--- src/rtl/uart_rx_byte.sv ---
// 8N1 UART receiver with a single-entry valid/ready holding register.
// Framing errors and overruns are reported as one-cycle pulses.
module uart_rx_byte #(
  parameter int CLOCK_RATE = 100000000,
  parameter int BAUD_RATE  = 115200
) (
  input  logic       clk,
  input  logic       rst,
  input  logic       rx,
  output logic [7:0] data,
  output logic       valid,
  input  logic       ready,
  output logic       frame_err,
  output logic       overrun
);

  // Bit period must be at least 4 clocks for the half-bit start check to work.
  localparam int CLKS_PER_BIT = CLOCK_RATE / BAUD_RATE;
  localparam int HALF_BIT     = CLKS_PER_BIT / 2;
  localparam int CW           = $clog2(CLKS_PER_BIT);
  localparam logic [CW-1:0] HALF_END = CW'(HALF_BIT - 1);
  localparam logic [CW-1:0] BIT_END  = CW'(CLKS_PER_BIT - 1);

  typedef enum logic [2:0] {WAIT_IDLE, IDLE, START, DATA, STOP} state_t;

  state_t        state, state_n;
  logic          rx_meta, rxs;
  logic [CW-1:0] cnt, cnt_n;
  logic [2:0]    idx, idx_n;
  logic [7:0]    shift, shift_n;
  logic          deliver, deliver_n;
  logic          ferr_n;

  // Two-flop synchronizer; idles high so reset never looks like a start bit.
  always_ff @(posedge clk) begin
    if (rst) begin
      rx_meta <= 1'b1;
      rxs     <= 1'b1;
    end else begin
      rx_meta <= rx;
      rxs     <= rx_meta;
    end
  end

  // Receiver state, bit timing, shift register and stop-bit result flags.
  always_ff @(posedge clk) begin
    if (rst) begin
      state     <= WAIT_IDLE;
      cnt       <= '0;
      idx       <= '0;
      shift     <= '0;
      deliver   <= 1'b0;
      frame_err <= 1'b0;
    end else begin
      state     <= state_n;
      cnt       <= cnt_n;
      idx       <= idx_n;
      shift     <= shift_n;
      deliver   <= deliver_n;
      frame_err <= ferr_n;
    end
  end

  // Next-state logic: start is re-checked mid-bit, data/stop sampled mid-bit.
  always_comb begin
    state_n   = state;
    cnt_n     = cnt;
    idx_n     = idx;
    shift_n   = shift;
    deliver_n = 1'b0;
    ferr_n    = 1'b0;
    case (state)
      WAIT_IDLE: begin
        if (rxs) state_n = IDLE;
      end
      IDLE: begin
        if (!rxs) begin
          state_n = START;
          cnt_n   = '0;
        end
      end
      START: begin
        if (cnt == HALF_END) begin
          cnt_n = '0;
          if (!rxs) begin
            state_n = DATA;
            idx_n   = '0;
          end else begin
            state_n = IDLE;  // glitch shorter than half a bit
          end
        end else begin
          cnt_n = cnt + 1'b1;
        end
      end
      DATA: begin
        if (cnt == BIT_END) begin
          cnt_n        = '0;
          shift_n[idx] = rxs;
          idx_n        = idx + 3'd1;
          if (idx == 3'd7) state_n = STOP;
        end else begin
          cnt_n = cnt + 1'b1;
        end
      end
      STOP: begin
        if (cnt == BIT_END) begin
          cnt_n = '0;
          if (rxs) begin
            deliver_n = 1'b1;
            state_n   = IDLE;  // mid-stop: ready for a back-to-back start
          end else begin
            ferr_n  = 1'b1;
            state_n = WAIT_IDLE;  // line may be in break; wait for high
          end
        end else begin
          cnt_n = cnt + 1'b1;
        end
      end
      default: state_n = WAIT_IDLE;
    endcase
  end

  // Holding register: load on delivery unless full and not being drained.
  always_ff @(posedge clk) begin
    if (rst) begin
      data    <= '0;
      valid   <= 1'b0;
      overrun <= 1'b0;
    end else begin
      overrun <= 1'b0;
      if (deliver) begin
        if (!valid || ready) begin
          data  <= shift;
          valid <= 1'b1;
        end else begin
          overrun <= 1'b1;
        end
      end else if (valid && ready) begin
        valid <= 1'b0;
      end
    end
  end

endmodule

--- config.mk ---
export PLATFORM = sky130hd
export DESIGN_NAME = uart_rx_byte
export DESIGN_NICKNAME = d
export VERILOG_FILES = /design/src/rtl/uart_rx_byte.sv
export SDC_FILE = /design/constraint.sdc
export NUM_CORES = 1
export LEC_CHECK = 0
export ABC_AREA = 1
export CORE_UTILIZATION = 59
export CTS_BUF_LIST = sky130_fd_sc_hd__clkbuf_8
export CTS_CLUSTER_DIAMETER = 100
export DETAILED_ROUTE_END_ITERATION = 8
export GPL_ROUTABILITY_DRIVEN = 0
export PLACE_DENSITY = 0.81
export SLEW_MARGIN = 10
export SYNTH_ARGS = -nofsm -noshare
export SYNTH_HDL_FRONTEND = slang
export SYNTH_SLANG_ARGS = --single-unit
export TNS_END_PERCENT = 1
--- constraint.sdc ---
create_clock -name clk -period 1.6 [get_ports clk]
set_clock_uncertainty 0.15 [all_clocks]
set_input_delay 0.24 -clock clk [delete_from_list [all_inputs] [get_ports clk]]
set_output_delay 0.24 -clock clk [all_outputs]
set_load 0.01 [all_outputs]
======== Word level (Yosys, flattened, before mapping) ========
Cells that the tools add are included.
word-level totals
  register bits after elaboration ......... 38
  input bits .............................. 4
  output and inout port bits .............. 11
  word-level logic and storage cells ...... 76
cells by class
  $add $sub $neg .......................... 2
  magnitude comparators ................... 2
  eq/ne operators ......................... 15
  multiplexer cells ....................... 26
  bitwise gates (word level) .............. 3
  reductions and logical operators ........ 17
operators with widths
  kind                   count
  $mux 10                3
  $pmux 10 s3            1
  $mux 3                 9
  $pmux 3 s5             1
  $ne 2x2->1 const B     7
  $add 10x1->10 const B  1
  $eq 10x10->1 const B   1
  $eq 10x9->1 const B    1
  $bwmux 8               1
  $mux 1                 8
  $reduce_and 2->1       4
  $eq 3x2->1 const B     2
  $eq 3x3->1 const B     2
  $pmux 3 s2             1
  $reduce_and 6->1       1
  $lt 3x4->1 const B     1
  $reduce_and 4->1       1
  $reduce_bool 2->1      2
  $reduce_or 2->1        2
  $add 3x1->3 const B    1
  $demux 1 s3            1
  $eq 3x1->1 const B     1
  $ge 3x1->1 const B     1
  $logic_not 3->1        1
  other kinds (8)        11

======== Longest topological paths before layout ========
  word-level depth ........................ 5
  mapped depth ............................ 11

======== Worst setup path after synthesis ========
No wires, ideal clock.
  kind .................................... register to register
  start point ............................. register cnt[0]
  end point ............................... register shift[1]
  library setup time ...................... 113 ps
  arrival time ............................ 1230 ps
  required time ........................... 1337 ps
  setup slack ............................. 107 ps
  cell stages (with the launch flop) ...... 10
  buffers on the path ..................... 1
  path through ............................ dfxtp_1 -> ha_1 -> nand3_1 -> nor2_1 -> nand2_2 -> inv_1 -> buf_6 -> nand4_1 -> nor2_1 -> nor2_1
on the way
  word-level cells in the longest chain between the ends .. 2
ends and longest elaborated chain
  what                               RTL line  text
  start, declared                    28        logic [CW-1:0] cnt, cnt_n;
  start signal, assigned             56        cnt <= cnt_n;
  $eq 10x10->1                       96        if (cnt == BIT_END) begin
  $reduce_and 2->1 (no source line)  n/a
  end signal, assigned               58        shift <= shift_n;
  end, declared                      30        logic [7:0] shift, shift_n;
Every way passes these cells.
A chain may end at the register's enable or synchronous reset.

======== Final worst setup path ========
  start point ............................. register cnt[0]
  end point ............................... register state[2]
on the way
  word-level cells in the longest chain between the ends .. 3
ends and longest elaborated chain
  what                                                RTL line     text
  $eq 10x10->1 / $eq 10x9->1 (equally long branches)  96, 106, 83
  $ne 2x2->1 (no source line)                         n/a
  $reduce_and 6->1 (no source line) (*)               n/a
  end signal, assigned                                55           state <= state_n;
  end, declared                                       26           state_t state, state_n;
Mark *: on every way between the ends. The rest lies on a longest branch, timed or not.

==> metrics.cfg <==
[global_route]
antenna_found_initial = 0
grt_usage_pct = 27.1
grt_pass1_vias = 1546
grt_max_degree = 20
grt_pass1_wl_mm = 6.74
gr-total-overflow = 0

[worst_setup_path]
timing.rr.start = cnt[0]$_SDFFE_PP0P_
crit_fanout = 5
crit_top_cell = nor2_1
start_kind = register
worstPathArrival_ns = 1.66
crit_path_cell_trace = buf_4 -> ha_4 -> inv_1 -> nor2_1 -> nand3_1 -> nand2_4 -> nand3_4 -> nand2_2 -> nand2_1 -> nor2_1
crit_path_start = cnt[0]$_SDFFE_PP0P_
crit_required_ns = 1.67
cpMaxStageDelayCell = dfxtp_1
crit_path_max_incr_delay_ns = 0.34
crit_type = reg2reg
cp-end-kind = register
rrSetupSlack_ns = 0.01

[route]
post_drt_wl_per_cell_um = 13.1
wl_mm = 4.36
num_vias = 1844
antenna_left = 0
vias_per_cell = 5.52
firstDrtPassIters = 6
drc_errors = 4
drt_iter0_markers = 122

[timing]
worstMarginPinSlew_ns = 0.271
rsz0062_at_grt = true
finalHoldViolations = 0
post-route-min-period_ns = 1.59
max_freq_mhz = 631
slew_violations = 0
setup_ws_ns = 0.0147
fin_crit_sh_pct = 99.1
totalNegativeSetupSlack_ns = 0
maxSlewHeadroom_pct = 81.9
setup_viol = 0

[synth]
ys_types = 25
ys_ff_latch = 38
netlist_instances = 272
synth_edf_count = 0
synth-seq-area-share_pct = 41.6
syn-cell-area_sq_um = 1830
yosysWarnings = 0
syn-mean-instance-area_sq_um = 6.73
synthesis.nets = 280
synth-main-ff-cell = dfxtp_1
async_flop_share_pct = 0

[power]
vdd_drop_max_uv = 1190
power.density_cell_area_nw_per_um2 = 1290
p_leak_nw = 1.09

[placement]
io_buffer_count = 14
placed_cells = 324
hpwl_mm = 2.76
preCtsSetupSlack_ns = -0.0484

[floorplanning]
rows = 19
die_w_um = 57.7
core_sq_um = 2850
io_pins = 15
initial_utilization_pct = 64.1
die_y_um = 57.7
fp.dieArea_sq_um = 3330

[layout]
nFillCells = 179
finalNonFillerCells = 334
area_growth_pct = 27.4
num_antenna_cells = 0
final_nets = 311
utilization_pct = 81.7
drive_above_1_share_pct = 20.1

[cts]
cts-htree-levels = 2
ctsLongestPathBuffers = 2
path_clk_slew_ns = 0.07
cts_tree = done
cts_sinks = 38
root_buffer = clkbuf_8
cts_made_buffers = 5
clk_latency_ns = 0.29

[hold_path]
worstHoldStart = rx_meta$_SDFF_PP1_
hp-class = reg2reg

[flow_run]
cap_violations = 0

[status]
outcome = finished, violations left
violations = DRC

[synthesized netlist by cell type (all sizes together) (2+ instances only)]
| master | n | share of area [%] |
|---|---|---|
| nor3 | 2 | 0.82 |
| nand2 | 66 | 14 |
| a21oi | 17 | 4.7 |
| buf | 6 | 2.6 |
| ha | 4 | 2.7 |
| nand3 | 18 | 5.2 |
| inv | 37 | 7.6 |
| dfxtp | 38 | 42 |
| or2 | 3 | 1.0 |
| clkbuf | 2 | 0.41 |
| o21ai | 15 | 4.3 |
| nand4 | 10 | 3.4 |
| nor2 | 52 | 11 |
[power breakdown]
group / internal, W / leakage [nW] / switching, W / total [W]
registers: 0.00102 / 0.309 / 0.0000758 / 0.00110
clock network: 0.000498 / 0.0573 / 0.000322 / 0.000820
logic: 0.000416 / 0.726 / 0.000672 / 0.00109
[sequential cells by signal, indices dropped and copies added, names as in the netlist]
signal,count
overrun,1
idx,3
rx_meta,1
shift,8
rxs,1
cnt,10
deliver,1
data,8
state,3
valid,1
frame_err,1
[final cells by class]
type	instances	area, sq um	area share (%)
clock buffer	6	82.6	3.54
tap	31	38.8	1.66
clock inverter	1	30.0	1.29
sequential	38	766	32.9
timing repair buffer	32	287	12.3
inverter	37	144	6.18
multi-input combinational	189	982	42.2
[worst paths after layout]
kind | endpoint | depth (start not counted)
worst max-delay path | state[2]$_SDFFE_PP0P_ | 10
worst min-delay path | rxs$_SDFF_PP1_ | 1
worst max register to register | state[2]$_SDFFE_PP0P_ | 10
worst min register to register | rxs$_SDFF_PP1_ | 1
[worst max-delay path: cells and delay by family (launching register included)]
kind	cells	cell delay [ns]
adders and majority gates	1	0.12
buffers and inverters	2	0.18
and+or+nand+nor	7	0.73
DFF	1	0.34
[repair_timing]
item | in CTS | in global routing
hold buffers | 0 | 0
setup buffers | 0 | 3
gates resized for setup | 9 | 31
pin swaps | 2 | 5
endpoints found under the setup margin | 14 | 26
cloned | 0 | 0
[stage by stage]
| stage | cell area (sq um) | hold WS [ns] | total power (W) |
|---|---|---|---|
| after detailed placement | 2070 | 0.254 | 0.00181 |
| after CTS | 2200 | 0.269 | 0.00270 |
| after floorplan | 1830 | 0.194 | 0.00168 |
| after global placement | 2070 | 0.258 | 0.00180 |
| after global routing | 2330 | 0.275 | 0.00318 |
| final | 2330 | 0.268 | 0.00301 |
[cell families after synthesis]
logic type / Yosys count / synth area share, %
DFF: 38 / 41.6
xor gates and xnor gates: 1 / 0.479
adders and majority gates: 4 / 2.74
buffers and inverters: 45 / 10.6
AOI/OAI and AO/OA: 33 / 9.37
and+or+nand+nor: 151 / 35.2
[placed cells by master, fill, tap and decap left out, types with 3 or more instances in the layout]
| cell | count |
|---|---|
| nand2_2 | 5 |
| a21oi_1 | 17 |
| nand2_1 | 57 |
| nor2_2 | 6 |
| dlymetal6s2s_1 | 3 |
| clkbuf_8 | 6 |
| nor2_1 | 46 |
| buf_4 | 17 |
| inv_1 | 32 |
| o21ai_0 | 12 |
| inv_2 | 3 |
| dfxtp_2 | 4 |
| nand3_2 | 3 |
| nand4_1 | 10 |
| nand3_1 | 13 |
| nand2_4 | 4 |
| dfxtp_1 | 34 |
| clkdlybuf4s50_1 | 11 |
[metal layers]
metal / share of wire, % / track usage, % / up-vias / wire [um]
met5: 0 / 0 / - / 0
met1: 45 / 36.9 / 844 / 1960
met2: 45 / 41.7 / 67 / 1970
met4: 3.3 / 9.52 / 0 / 144
li1: - / - / 917 / -
met3: 6.6 / 7.37 / 16 / 289
(Power assumes the default switching activity.)
